<file path="src/rtl/four_bit_full_subtractor_if.sv">
// Operand/result bundle for the registered ripple subtractor.
//
// Handshake: in_valid qualifies a, b and b_in in the cycle it is high.
// The block has no ready signal because it accepts a new operand set
// every cycle. out_valid is high for exactly one cycle per accepted
// operand set, one cycle after acceptance. diff and b_out keep their
// last loaded value while out_valid is low.
interface four_bit_full_subtractor_if #(
  parameter int WIDTH = 4
);
  logic             in_valid;
  logic [WIDTH-1:0] a;
  logic [WIDTH-1:0] b;
  logic             b_in;
  logic [WIDTH-1:0] diff;
  logic             b_out;
  logic             out_valid;

  // The master drives operands and observes results.
  modport master (
    output in_valid, a, b, b_in,
    input  diff, b_out, out_valid
  );

  // The subtractor consumes operands and produces results.
  modport slave (
    input  in_valid, a, b, b_in,
    output diff, b_out, out_valid
  );
endinterface

</file>
<file path="src/rtl/four_bit_full_subtractor.sv">
// Registered 4-bit full subtractor: {b_out, diff} = a - b - b_in.
// The core is a ripple chain of 1-bit full-subtractor cells. Borrow enters
// at the LSB and leaves at the MSB. The result is registered once. The
// output registers load only on accepted operands, so garbage on the
// operand lines while in_valid is low never reaches diff/b_out.
module four_bit_full_subtractor #(
  parameter int WIDTH = 4
) (
  input  logic                        clk,
  input  logic                        rst_n,
  four_bit_full_subtractor_if.slave   sub
);

  // Borrow chain: br[0] is the borrow-in, br[WIDTH] is the borrow-out.
  logic [WIDTH:0]   br;
  logic [WIDTH-1:0] d_core;

  assign br[0] = sub.b_in;

  for (genvar i = 0; i < WIDTH; i++) begin : g_cell
    // Difference bit and borrow to the next more significant stage.
    assign d_core[i] = sub.a[i] ^ sub.b[i] ^ br[i];
    assign br[i+1]   = (~sub.a[i] & sub.b[i]) | (~(sub.a[i] ^ sub.b[i]) & br[i]);
  end

  // Result registers load on accepted operands and otherwise hold.
  // out_valid marks the cycle after each accepted operand set.
  always_ff @(posedge clk or negedge rst_n) begin
    if (!rst_n) begin
      sub.diff      <= '0;
      sub.b_out     <= 1'b0;
      sub.out_valid <= 1'b0;
    end else begin
      sub.out_valid <= sub.in_valid;
      if (sub.in_valid) begin
        sub.diff  <= d_core;
        sub.b_out <= br[WIDTH];
      end
    end
  end

endmodule

</file>
<file path="src/flat_wrapper.sv">
// flat-port wrapper written by rule: the top's interface ports become plain ports
module four_bit_full_subtractor_flat 
#(
  parameter int WIDTH = 4
)
  (clk, rst_n, sub_in_valid, sub_a, sub_b, sub_b_in, sub_diff, sub_b_out, sub_out_valid);
  four_bit_full_subtractor_if #(.WIDTH(WIDTH)) sub_i ();
  input  logic clk;
  input  logic rst_n;
  input wire logic [$bits(sub_i.in_valid)-1:0] sub_in_valid;
  input wire logic [$bits(sub_i.a)-1:0] sub_a;
  input wire logic [$bits(sub_i.b)-1:0] sub_b;
  input wire logic [$bits(sub_i.b_in)-1:0] sub_b_in;
  output wire logic [$bits(sub_i.diff)-1:0] sub_diff;
  output wire logic [$bits(sub_i.b_out)-1:0] sub_b_out;
  output wire logic [$bits(sub_i.out_valid)-1:0] sub_out_valid;
  assign sub_i.in_valid = sub_in_valid;
  assign sub_i.a = sub_a;
  assign sub_i.b = sub_b;
  assign sub_i.b_in = sub_b_in;
  assign sub_diff = sub_i.diff;
  assign sub_b_out = sub_i.b_out;
  assign sub_out_valid = sub_i.out_valid;
  four_bit_full_subtractor #(.WIDTH(WIDTH)) u_core (.clk(clk), .rst_n(rst_n), .sub(sub_i));
endmodule
</file>
<file path="config.mk">
export PLATFORM = sky130hd
export DESIGN_NAME = four_bit_full_subtractor_flat
export DESIGN_NICKNAME = d
export VERILOG_FILES = /design/src/rtl/four_bit_full_subtractor_if.sv /design/src/rtl/four_bit_full_subtractor.sv /design/src/flat_wrapper.sv
export SDC_FILE = /design/constraint.sdc
export NUM_CORES = 1
export LEC_CHECK = 0
export ABC_AREA = 0
export CORE_UTILIZATION = 25
export DETAILED_ROUTE_END_ITERATION = 12
export PLACE_DENSITY_LB_ADDON = 0.3
export SYNTH_ARGS = -nofsm -noshare
export SYNTH_HDL_FRONTEND = slang
export SYNTH_SLANG_ARGS = --single-unit
</file>
<file path="constraint.sdc">
create_clock -name clk -period 1 [get_ports clk]
set_input_delay 0.1 -clock clk [delete_from_list [all_inputs] [get_ports clk]]
set_output_delay 0.1 -clock clk [all_outputs]
set_load 0.01 [all_outputs]
</file>
Word-level counts from Yosys, hierarchy flattened
Index checks and enable logic that the tools add are counted.
{"block": "op_classes", "n_bitwise": 28}
{"op": "1-bit bitwise AND", "n": 8}
{"op": "1-bit NOT", "n": 8}
{"op": "1-bit bitwise XOR", "n": 8}
{"op": "1-bit OR", "n": 4}
{"block": "totals", "inputBits": 12, "output_inout_bits": 6, "reg_bits": 6, "elab_cells": 31}

Logic depth before layout (Yosys ltp)
{"block": "depth", "depth_word": 10, "mapped_depth": 8, "mapped_depth_nobuf": 8}

Least setup slack after synthesis
No wires, ideal clock.
{"block": "synth_path", "path_type": "in2reg", "startpoint": "input port sub_b_in", "endpoint": "register u_core.sub.diff[3]", "setup_time_ns": 0.125, "required_ns": 0.875, "slack_ns": -0.920, "cell_stages": 8, "n_path_buf": 0, "arrival_ns": 1.795, "cell_sequence": "inv_1 > fa_1 > inv_1 > fa_1 > fa_1 > inv_1 > fa_1 > mux2_4"}
{"block": "synth_via", "elab_chain_len": 7}
{"item": "start: declaration", "line": "flat_wrapper.sv:13", "source": "input wire logic [$bits(sub_i.b_in)-1:0] sub_b_in;"}
{"item": "1-bit bitwise AND", "line": "four_bit_full_subtractor.sv:23", "source": "assign br[i+1] = (~sub.a[i] & sub.b[i]) | (~(sub.a[i] ^ sub.b[i]) & br[i]);"}
{"item": "1-bit OR", "line": "four_bit_full_subtractor.sv:23"}
{"item": "1-bit bitwise AND", "line": "four_bit_full_subtractor.sv:23"}
{"item": "1-bit OR", "line": "four_bit_full_subtractor.sv:23"}
{"item": "1-bit bitwise AND", "line": "four_bit_full_subtractor.sv:23"}
{"item": "1-bit OR", "line": "four_bit_full_subtractor.sv:23"}
{"item": "1-bit bitwise XOR", "line": "four_bit_full_subtractor.sv:22", "source": "assign d_core[i] = sub.a[i] ^ sub.b[i] ^ br[i];"}
{"item": "net u_core.d_core[3]", "line": "four_bit_full_subtractor.sv:16", "source": "logic [WIDTH-1:0] d_core;"}
{"item": "end signal: assignment", "line": "four_bit_full_subtractor.sv:36", "source": "sub.diff <= d_core;"}
{"item": "end: declaration", "line": "four_bit_full_subtractor_if.sv:28", "source": "output diff, b_out, out_valid"}
The timed path passes the listed nets, and every way through them passes these cells.
A chain may end at the register's enable or synchronous reset.

Final worst setup path
Ends and elaborated chain as after synthesis.

==> implementation parameters <==
Parameter                              Value

Floorplanning
  Floorplan core area    1190 µm²
  Boundary Pins    18
  Chip Width    38.8 µm
  Chip height    38.8 µm
  Effective utilization at floorplan    28.6%
  Cell Rows    12
  Die area    1510 µm²

Synth
  Number of cells produced by synthesis    26
  Seq cells post-synth    6
  Mapped cell area    339 µm²
  Leading area contributor after synthesis    sky130_fd_sc_hd__dfrtp_1
  Total nets after synthesis    42
  Leading cell types by total area after synthesis    sky130_fd_sc_hd__dfrtp_1 44%, sky130_fd_sc_hd__fa_1 24%, sky130_fd_sc_hd__inv_1 11%
  Warning count from the yosys run    0
  Syn avg cell area    13.0 µm²
  Count of different cell masters after synthesis    6
  Seq/Total Area, Yosys    44.3%
  Post-synth top area share    44.3%

STA
  Hold violation count in the final report    0
  Maximum operating frequency    583 MHz
  Crit path time final    1.72 ns
  Clk_skew    0 ns
  Share of the cycle needed by the critical path after routing    172%
  Number of setup violations in the final report    4
  Relative max-transition margin    80.7%
  Unrepaired setup endpoints after global routing    yes
  Final Worst Setup Slack    -0.716 ns
  Least-Margin Pin Slew    0.289 ns
  Final count of pins violating max slew    0

Critical path
  Startpoint type of the worst setup path    input port
  Critical Path Max Stage Delay    0.37 ns
  Required time at the worst-slack endpoint    1.11 ns
  Critical-path cell list    buf_8 -> inv_12 -> fa_2 -> inv_2 -> fa_2 -> fa_2 -> inv_2 -> fa_1 -> mux2_4
  Signal arrival time at the worst endpoint    1.83 ns
  CP most frequent cell    sky130_fd_sc_hd__fa_2
  Type of element capturing the critical path    flop
  Maximum net fanout on the critical path    1
  Worst-path cell with the longest stage delay    sky130_fd_sc_hd__fa_1
  Classification of the worst setup path    in2reg

Drt
  Drt first-iter violations    0
  Antenna viol nets, final    0
  Router iterations before antenna repair    1
  Drt wl/cell    9.55 µm
  Wire length reported by the detailed router    573 µm
  DRC errors left    0
  Via count    237
  Routed vias/inst    3.95

Global route
  GRT Resource Usage Total    9.95%
  Number of global-route vias before repair    257
  Global-route wire length before repair    966 µm
  Maximum number of pins on one net before global-route repair    7
  Initial antenna violation count    0
  Overall overflow remaining after global route    0

Clocking
  Clock root buffer master    sky130_fd_sc_hd__clkbuf_4
  Buffers from clock root to sink, at most    2
  Clock latency of the later-clocked register in the worst-skew pair    0.23 ns
  TritonCTS buffer count    3
  Number of clock sinks seen by CTS    6
  CTS H-tree lvls    1
  Clock slew at reported path FFs    0.04 ns
  Clock tree from TritonCTS    done
  Hold_buf cts    0
  Number of buffers inserted to repair setup after CTS    0

Layout
  Highest-count cells in the layout ignoring fill and taps    6 x sky130_fd_sc_hd__inv_1, 6 x sky130_fd_sc_hd__clkdlybuf4s50_1, 6 x sky130_fd_sc_hd__clkdlybuf4s15_1, 6 x sky130_fd_sc_hd__dfrtp_1
  Fraction of layout cells with a size suffix above 1    34.8%
  Final core utilization    48.3%
  Count of nets after finishing    64
  Synth-to-Final Area Change    69.0%
  Diode count    0
  Final non-filler cell total    60

Placement
  Routability-driven placement congestion ratio    0.612
  Placed insts    57
  HPWL Detailed    535 µm
  Port-buffer cells    17

Status
  Result of the run    finished with violations
  Violations in the final reports    negative setup slack

Power and ir drop
  IR drop worst, VDD    453 µV
  Standby leakage power    0.281 nW
  Total power density per cell area    1350 nW/µm²

Job
  Number of max-cap violations    0

Worst hold path
  Hold crit path type    in2async
[critical path: cells and delay by family]
family | cells | cell delay (ns)
muxes | 1 | 0.26
adders and majority gates | 4 | 1.22
buffers and inverters | 4 | 0.25
[routing by layer]
metal | wire length (µm) | track usage [%] | vias up
met5 | 0 | 0 | -
met4 | 0 | 7.76 | 0
met3 | 22 | 1.73 | 0
met2 | 341 | 16.7 | 11
met1 | 209 | 10.9 | 111
li1 | - | - | 115
[sequential cells by signal, summed over array words and instances, names as in the netlist]
signal	count
u_core.sub.diff	4
u_core.sub.b_out	1
u_core.sub.out_valid	1
[cells in the mapped netlist]
| master | n |
|---|---|
| sky130_fd_sc_hd__mux2i_1 | 3 |
| sky130_fd_sc_hd__dfrtp_1 | 6 |
| sky130_fd_sc_hd__inv_1 | 10 |
| sky130_fd_sc_hd__mux2_4 | 2 |
| sky130_fd_sc_hd__fa_1 | 4 |
| sky130_fd_sc_hd__buf_6 | 1 |
[worst paths after layout]
path                                                start                              to  slack, ns  cells after the start
setup / recovery                                 sub_b_in  u_core.sub.diff[3]$_DFFE_PN0P_      -0.72                      9
hold / removal                                      rst_n  u_core.sub.diff[3]$_DFFE_PN0P_       0.12                      1
setup reg to reg           u_core.sub.diff[3]$_DFFE_PN0P_  u_core.sub.diff[3]$_DFFE_PN0P_       0.24                      1
hold reg to reg            u_core.sub.diff[0]$_DFFE_PN0P_  u_core.sub.diff[0]$_DFFE_PN0P_       0.51                      1
max in group asynchronous                           rst_n    u_core.sub.b_out$_DFFE_PN0P_       0.66                      1
min in group clk                                 sub_a[0]  u_core.sub.diff[0]$_DFFE_PN0P_       0.32                      3
[stage by stage]
stage | instance area (µm²) | power [mW] | TNS [ns] | worst slack, ns | hold WS (ns)
floorplan | 364 | 0.434 | -1.79 | -0.824 | -0.196
global placement | 548 | 0.591 | -5.03 | -1.48 | 0.349
detailed placement | 548 | 0.601 | -5.17 | -1.49 | 0.365
CTS | 563 | 0.783 | -1.66 | -0.787 | 0.115
global route | 573 | 0.841 | -1.60 | -0.753 | 0.120
finish | 573 | 0.772 | -1.45 | -0.716 | 0.117
[kinds of logic (layout without fill, tap and decap cells)]
logic type / after synthesis / in the layout / synth area share [%]
buf+inv: 11 / 31 / 14.4
flops: 6 / 6 / 44.3
mux: 5 / 5 / 17.7
fa+ha+maj: 4 / 4 / 23.6
[power breakdown]
part | total [mW] | leakage [nW] | switching (mW) | internal, mW
Sequential | 0.313 | 0.0699 | 0.0237 | 0.289
Combinational | 0.253 | 0.198 | 0.101 | 0.153
Clock | 0.206 | 0.0138 | 0.0710 | 0.135
[timing repair]
action | 4_1_cts | 5_1_grt
pin swaps | 4 | 3
gates resized for setup | 26 | 7
setup endpoints to repair | 11 | 9
[layout make-up]
type	instances	area (µm²)
fillers	108	613
repair buffers	18	180
flip-flops and latches	6	150
multi-input cells	9	148
inverters	10	55.1
clock buffers	3	22.5
well taps	14	17.5
No activity file was read; power rests on OpenSTA's default activity.
